## config.mk

```make
export PLATFORM = sky130hd
export DESIGN_NAME = egg_timer_control
export DESIGN_NICKNAME = d
export VERILOG_FILES = /design/src/rtl/egg_timer_pkg.sv /design/src/rtl/bcd_mmss_down_counter.sv /design/src/rtl/egg_timer_control.sv
export SDC_FILE = /design/constraint.sdc
export NUM_CORES = 1
export LEC_CHECK = 0
export ABC_AREA = 1
export ABC_CLOCK_PERIOD_IN_PS = 2900
export CORE_MARGIN = 3
export CORE_UTILIZATION = 50
export DETAILED_ROUTE_END_ITERATION = 8
export PLACE_DENSITY = 0.79
export SKIP_LAST_GASP = 1
export SLEW_MARGIN = 20
export SYNTH_ARGS = -nofsm -noshare
export SYNTH_HDL_FRONTEND = slang
export SYNTH_SLANG_ARGS = --single-unit
```

## constraint.sdc

```tcl
create_clock -name clk -period 2.9 [get_ports clk]
set_clock_uncertainty 0.2 [all_clocks]
set_input_delay 0.435 -clock clk [delete_from_list [all_inputs] [get_ports clk]]
set_output_delay 0.435 -clock clk [all_outputs]
set_load 0.02 [all_outputs]
```

## src/rtl/egg_timer_pkg.sv

```systemverilog
// Shared definitions for the egg timer control path: state encoding, BCD
// constants and the single-digit BCD decrement used by the countdown.
package egg_timer_pkg;

  localparam logic [1:0] ST_INIT    = 2'd0;
  localparam logic [1:0] ST_SETTING = 2'd1;
  localparam logic [1:0] ST_RUNNING = 2'd2;
  localparam logic [1:0] ST_DONE    = 2'd3;

  typedef enum logic [1:0] {
    S_INIT    = ST_INIT,
    S_SETTING = ST_SETTING,
    S_RUNNING = ST_RUNNING,
    S_DONE    = ST_DONE
  } state_e;

  localparam logic [3:0] BCD_ZERO = 4'd0;
  localparam logic [3:0] BCD_FIVE = 4'd5;
  localparam logic [3:0] BCD_NINE = 4'd9;

  localparam logic [3:0] DEFAULT_MAX_SEC_TENS = 4'd5;

  // Decrement one digit, wrapping to the given value on borrow.
  function automatic logic [3:0] bcd_dec(input logic [3:0] digit, input logic [3:0] wrap);
    return (digit == BCD_ZERO) ? wrap : (digit - 4'd1);
  endfunction

endpackage

```

## src/rtl/bcd_mmss_down_counter.sv

```systemverilog
// MM:SS BCD down counter with clear, parallel load and one-second decrement.
// Digit order in load_value is {min tens, min ones, sec tens, sec ones}.
module bcd_mmss_down_counter
  import egg_timer_pkg::*;
(
  input  logic        clk,
  input  logic        reset,
  input  logic        load,
  input  logic [15:0] load_value,
  input  logic        dec,
  input  logic        clr,
  output logic [3:0]  digit0,
  output logic [3:0]  digit1,
  output logic [3:0]  digit2,
  output logic [3:0]  digit3,
  output logic        is_zero_next
);

  logic [15:0] count_q, count_d;
  logic [15:0] dec_value;
  logic        borrow0, borrow1, borrow2;

  // Borrow chain for the decremented value; seconds tens wraps to five.
  always_comb begin
    borrow0 = (count_q[3:0] == BCD_ZERO);
    borrow1 = borrow0 && (count_q[7:4] == BCD_ZERO);
    borrow2 = borrow1 && (count_q[11:8] == BCD_ZERO);
    dec_value[3:0]   = bcd_dec(count_q[3:0], BCD_NINE);
    dec_value[7:4]   = borrow0 ? bcd_dec(count_q[7:4], BCD_FIVE) : count_q[7:4];
    dec_value[11:8]  = borrow1 ? bcd_dec(count_q[11:8], BCD_NINE) : count_q[11:8];
    dec_value[15:12] = borrow2 ? (count_q[15:12] - 4'd1) : count_q[15:12];
  end

  // Next count: clear beats load beats decrement; 00:00 never wraps.
  always_comb begin
    count_d = count_q;
    if (clr) begin
      count_d = 16'h0000;
    end else if (load) begin
      count_d = load_value;
    end else if (dec && (count_q != 16'h0000)) begin
      count_d = dec_value;
    end else begin
      count_d = count_q;
    end
  end

  // Count register.
  always_ff @(posedge clk) begin
    if (reset) begin
      count_q <= 16'h0000;
    end else begin
      count_q <= count_d;
    end
  end

  assign digit0       = count_q[3:0];
  assign digit1       = count_q[7:4];
  assign digit2       = count_q[11:8];
  assign digit3       = count_q[15:12];
  assign is_zero_next = (count_q == 16'h0001);

endmodule

```

## src/rtl/egg_timer_control.sv

```systemverilog
// Egg timer control FSM: captures the keyed MM:SS setting, drives the BCD
// countdown and produces registered state flags, alarm and display digits.
module egg_timer_control
  import egg_timer_pkg::*;
#(
  parameter logic [3:0] MAX_SEC_TENS = DEFAULT_MAX_SEC_TENS
) (
  input  logic       clk,
  input  logic       reset,
  input  logic       tick_1hz,
  input  logic       key_valid,
  input  logic [3:0] key_digit,
  input  logic       start,
  input  logic       clear,
  output logic [3:0] setting0,
  output logic [3:0] setting1,
  output logic [3:0] setting2,
  output logic [3:0] setting3,
  output logic [3:0] running0,
  output logic [3:0] running1,
  output logic [3:0] running2,
  output logic [3:0] running3,
  output logic       isInit,
  output logic       isSetting,
  output logic       isRunning,
  output logic       alarm
);

  state_e      state_q, state_d;
  logic [15:0] setting_q, setting_d;
  logic        is_init_q, is_init_d;
  logic        is_setting_q, is_setting_d;
  logic        is_running_q, is_running_d;
  logic        alarm_q, alarm_d;
  logic        cnt_load, cnt_dec, cnt_clr, cnt_zero_next;
  logic        start_ok;

  assign start_ok = (setting_q[7:4] <= MAX_SEC_TENS) && (setting_q != 16'h0000);

  // Next state and setting; only the highest-priority event of a cycle acts.
  always_comb begin
    state_d   = state_q;
    setting_d = setting_q;
    cnt_load  = 1'b0;
    cnt_dec   = 1'b0;
    cnt_clr   = 1'b0;
    if (clear) begin
      state_d   = S_INIT;
      setting_d = 16'h0000;
      cnt_clr   = 1'b1;
    end else if (start) begin
      if (((state_q == S_SETTING) || (state_q == S_DONE)) && start_ok) begin
        state_d  = S_RUNNING;
        cnt_load = 1'b1;
      end else begin
        state_d = state_q;
      end
    end else if (key_valid) begin
      if (key_digit <= BCD_NINE) begin
        case (state_q)
          S_INIT, S_DONE: begin
            setting_d = {12'h000, key_digit};
            state_d   = S_SETTING;
          end
          S_SETTING: setting_d = {setting_q[11:0], key_digit};
          default:   setting_d = setting_q;
        endcase
      end else begin
        setting_d = setting_q;
      end
    end else if (tick_1hz && (state_q == S_RUNNING)) begin
      cnt_dec = 1'b1;
      if (cnt_zero_next) begin
        state_d = S_DONE;
      end else begin
        state_d = S_RUNNING;
      end
    end else begin
      state_d = state_q;
    end
  end

  // Flags are decoded from the next state so they register alongside it.
  always_comb begin
    is_init_d    = (state_d == S_INIT);
    is_setting_d = (state_d == S_SETTING);
    is_running_d = (state_d == S_RUNNING);
    alarm_d      = (state_d == S_DONE);
  end

  // State, setting and flag registers.
  always_ff @(posedge clk) begin
    if (reset) begin
      state_q      <= S_INIT;
      setting_q    <= 16'h0000;
      is_init_q    <= 1'b1;
      is_setting_q <= 1'b0;
      is_running_q <= 1'b0;
      alarm_q      <= 1'b0;
    end else begin
      state_q      <= state_d;
      setting_q    <= setting_d;
      is_init_q    <= is_init_d;
      is_setting_q <= is_setting_d;
      is_running_q <= is_running_d;
      alarm_q      <= alarm_d;
    end
  end

  bcd_mmss_down_counter u_counter (
    .clk          (clk),
    .reset        (reset),
    .load         (cnt_load),
    .load_value   (setting_q),
    .dec          (cnt_dec),
    .clr          (cnt_clr),
    .digit0       (running0),
    .digit1       (running1),
    .digit2       (running2),
    .digit3       (running3),
    .is_zero_next (cnt_zero_next)
  );

  assign setting0  = setting_q[3:0];
  assign setting1  = setting_q[7:4];
  assign setting2  = setting_q[11:8];
  assign setting3  = setting_q[15:12];
  assign isInit    = is_init_q;
  assign isSetting = is_setting_q;
  assign isRunning = is_running_q;
  assign alarm     = alarm_q;

endmodule

```

==> metrics.cfg <==
[detailed_routing]
drt_wl_total_mm=4.95
drc=0
viasPerCell=4.96
drt-pass1-iter-count=4
drt_iter0_drc=117
vias=2028
ant_nets=0
wire_per_inst_um=12.1

[grt]
grt_overflow=0
antenna_found_initial=0
grt_max_degree=26
grt_pass1_wl_mm=8.32
grt_pass1_vias=1789
grt_usage_pct=20.2

[worst_setup_path]
critPathLaunchType=input pin
crit_arrival_ns=2.09
reg2reg_from=state_q[1]$_SDFF_PP0_
critPathMostFrequentCell=nor2_1
cp_slowest_cell=clkdlybuf4s50_1
crit_start=start
slowest_delay_ns=0.55
crit_buf_inv=2
path_cells=clkdlybuf4s50_1, nand3_2, a21oi_4, nand3_4, buf_4, o21ai_1, nand2_1, nor2_1, nor2_1
worst_setup_path_end_kind=flop
path_max_fanout=25
required_ns=2.88
crit_family=buffers and inverters
critPathKind=in -> reg

[timing]
period_needed_ns=2.11
tns_ns=0
maxSlewViolCount=0
rsz0062_at_grt=no
hold_viol_final=0
worst_pin_slew_ns=0.511
post-route-period-util_pct=72.8
setup_viol=0
slew_headroom_pct=65.8
fmax_mhz=474

[synthesis]
synth.most_common_cell=inv_1
seq_area_frac_synth_pct=35.7
synthArstFlopShare_pct=0
yosys-top-cells-area=dfxtp_1 (36%), inv_1 (11%), nor2_1 (9.9%), nand2_1 (8.3%), o21ai_0 (4.7%)
synth.ff_latch_count=38
syn_nets=323
yosysTopAreaCellShare_pct=35.7
synth_edf_count=0
synth_common_cells=inv_1 (60), nor2_1 (56), nand2_1 (47)
syn_area_mm2=0.00213
avgSynthCellArea_um2=6.85
netlist_instances=311
synth_cell_types=31
yosysWarnings=0
synth-main-ff-cell=dfxtp_1
synth_top_area_cell=dfxtp_1

[pwr]
power_density_mw_per_mm2=360
p_leak_nw=1.18
total_power_mw=0.972
vdd_ir_drop_max_mv=0.305

[min_path]
hold_path_startpoint=u_counter.count_q[7]$_SDFFE_PP0P_
hold_path.class=reg -> reg

[clock_network]
clk_pin_slew_worst_paths_ns=0.07
h-tree-depth=2
cts_setup_buffers=0
clock-sinks=38
ctsHoldBuffers=0
cts-resized-gates=0
clk_root_buffer_cell=clkbuf_8
clkLatencyLatePin_ns=0.28
clk_path_buf_depth=2
numCtsBuffers=5
cts_tree=yes

[cells_and_area]
drive_above_1_share_pct=12.3
insertedDiodeCount=0
nets=370
seq_area_um2=761
multi_input_area_mm2=0.00108
syn_to_final_growth_pct=26.7
fillers=362

[placed_design]
hpwl_mm=3.79
gp_congestion=0.827
port_buffers=45

[run_status]
status=completed

[floorplanning]
die_area_mm2=0.00508
die_h_um=71.3
start_util_pct=52.5
dieWidth_um=71.3
ios=46
core_mm2=0.00406
row_count=23

[run]
cap_viol_max_count=0

-- metrics by stage --
stage / instance area [um^2] / hold WS, ns / cells / worst slack [ns] / utilization (%)
3_3_place_gp: 2610 / 0.262 / 401 / 0.535 / 64.2
6_report: 2700 / 0.275 / 409 / 0.790 / 66.5
4_1_cts: 2700 / 0.276 / 409 / 0.796 / 66.5
5_1_grt: 2700 / 0.315 / 409 / 0.628 / 66.5
3_5_place_dp: 2610 / 0.266 / 401 / 0.485 / 64.2
2_1_floorplan: 2130 / 0.333 / 311 / 1.19 / -
-- worst reg2reg max path, stage by stage, from the launching register on --
cell and delay (ns):
dfxtp_1 0.32, inv_1 0.07, nor2_1 0.16, nor2_1 0.09
nand2_4 0.11, inv_1 0.20, o21ai_0 0.31, nand2_1 0.15
nand2_1 0.10, nand2_1 0.05
-- cell type report --
class,count,area share [%]
Multi-Input combinational cell,203,39.9
Sequential cell,38,28.2
Timing Repair Buffer,48,17.5
Inverter,62,8.63
Clock buffer,7,3.20
Tap cell,50,2.32
Clock inverter,1,0.186
-- worst paths after layout --
| check | to | slack, ns | cells after the start |
|---|---|---|---|
| max | u_counter.count_q[11]$_SDFFE_PP0P_ | 0.79 | 9 |
| min | u_counter.count_q[7]$_SDFFE_PP0P_ | 0.27 | 2 |
| max reg2reg | isInit$_SDFF_PP1_ | 1.04 | 9 |
| min reg2reg | u_counter.count_q[7]$_SDFFE_PP0P_ | 0.27 | 2 |
-- layer usage --
layer | track usage, % | vias to the layer above | share of wire, %
met5 | 0 | - | 0
met4 | 4.59 | 0 | 0.38
met3 | 4.91 | 2 | 4.9
met2 | 31.6 | 52 | 47
met1 | 28.3 | 912 | 47
li1 | - | 1062 | -
-- registers in the layout (all words and copies together) (netlist names) --
signal / flops
setting_q: 16
u_counter.count_q: 16
state_q: 2
alarm: 1
isInit: 1
isRunning: 1
isSetting: 1
-- power by group --
part	internal [mW]	switching (mW)
sequential	0.525	0.00301
clock	0.192	0.182
combinational	0.0280	0.0417
-- kinds of logic (layout without fill, tap and decap cells) --
group	Yosys count	count (layout)	synth area share, %
XOR/XNOR	4	4	1.64
flip-flops	38	38	35.7
adder cells (fa/ha/maj)	2	2	1.17
AO/OA/AOI/OAI	57	57	16.4
AND/OR/NAND/NOR	140	140	31.4
buffers and inverters	70	118	13.7
-- cell usage in the layout, fill, tap and decap left out, types with 2 or more instances in the layout --
master | synthesis | final
inv_2 | 2 | 2
inv_1 | 60 | 60
clkdlybuf4s50_1 | 0 | 45
xor2_1 | 4 | 4
nand3_1 | 10 | 10
a21oi_1 | 6 | 6
nand2_1 | 47 | 47
nand4_1 | 3 | 3
dfxtp_1 | 38 | 38
ha_1 | 2 | 2
o21ai_1 | 8 | 8
buf_4 | 1 | 3
o22ai_1 | 12 | 12
o21ai_0 | 20 | 20
nand2_4 | 2 | 2
nor2_4 | 3 | 3
o21ai_2 | 9 | 9
nand3_2 | 3 | 3
nand2_2 | 5 | 5
nor2_2 | 5 | 5
clkbuf_8 | 0 | 6
nor2_1 | 56 | 56
nor3_1 | 2 | 2
Power figures use the tool's default switching activity.
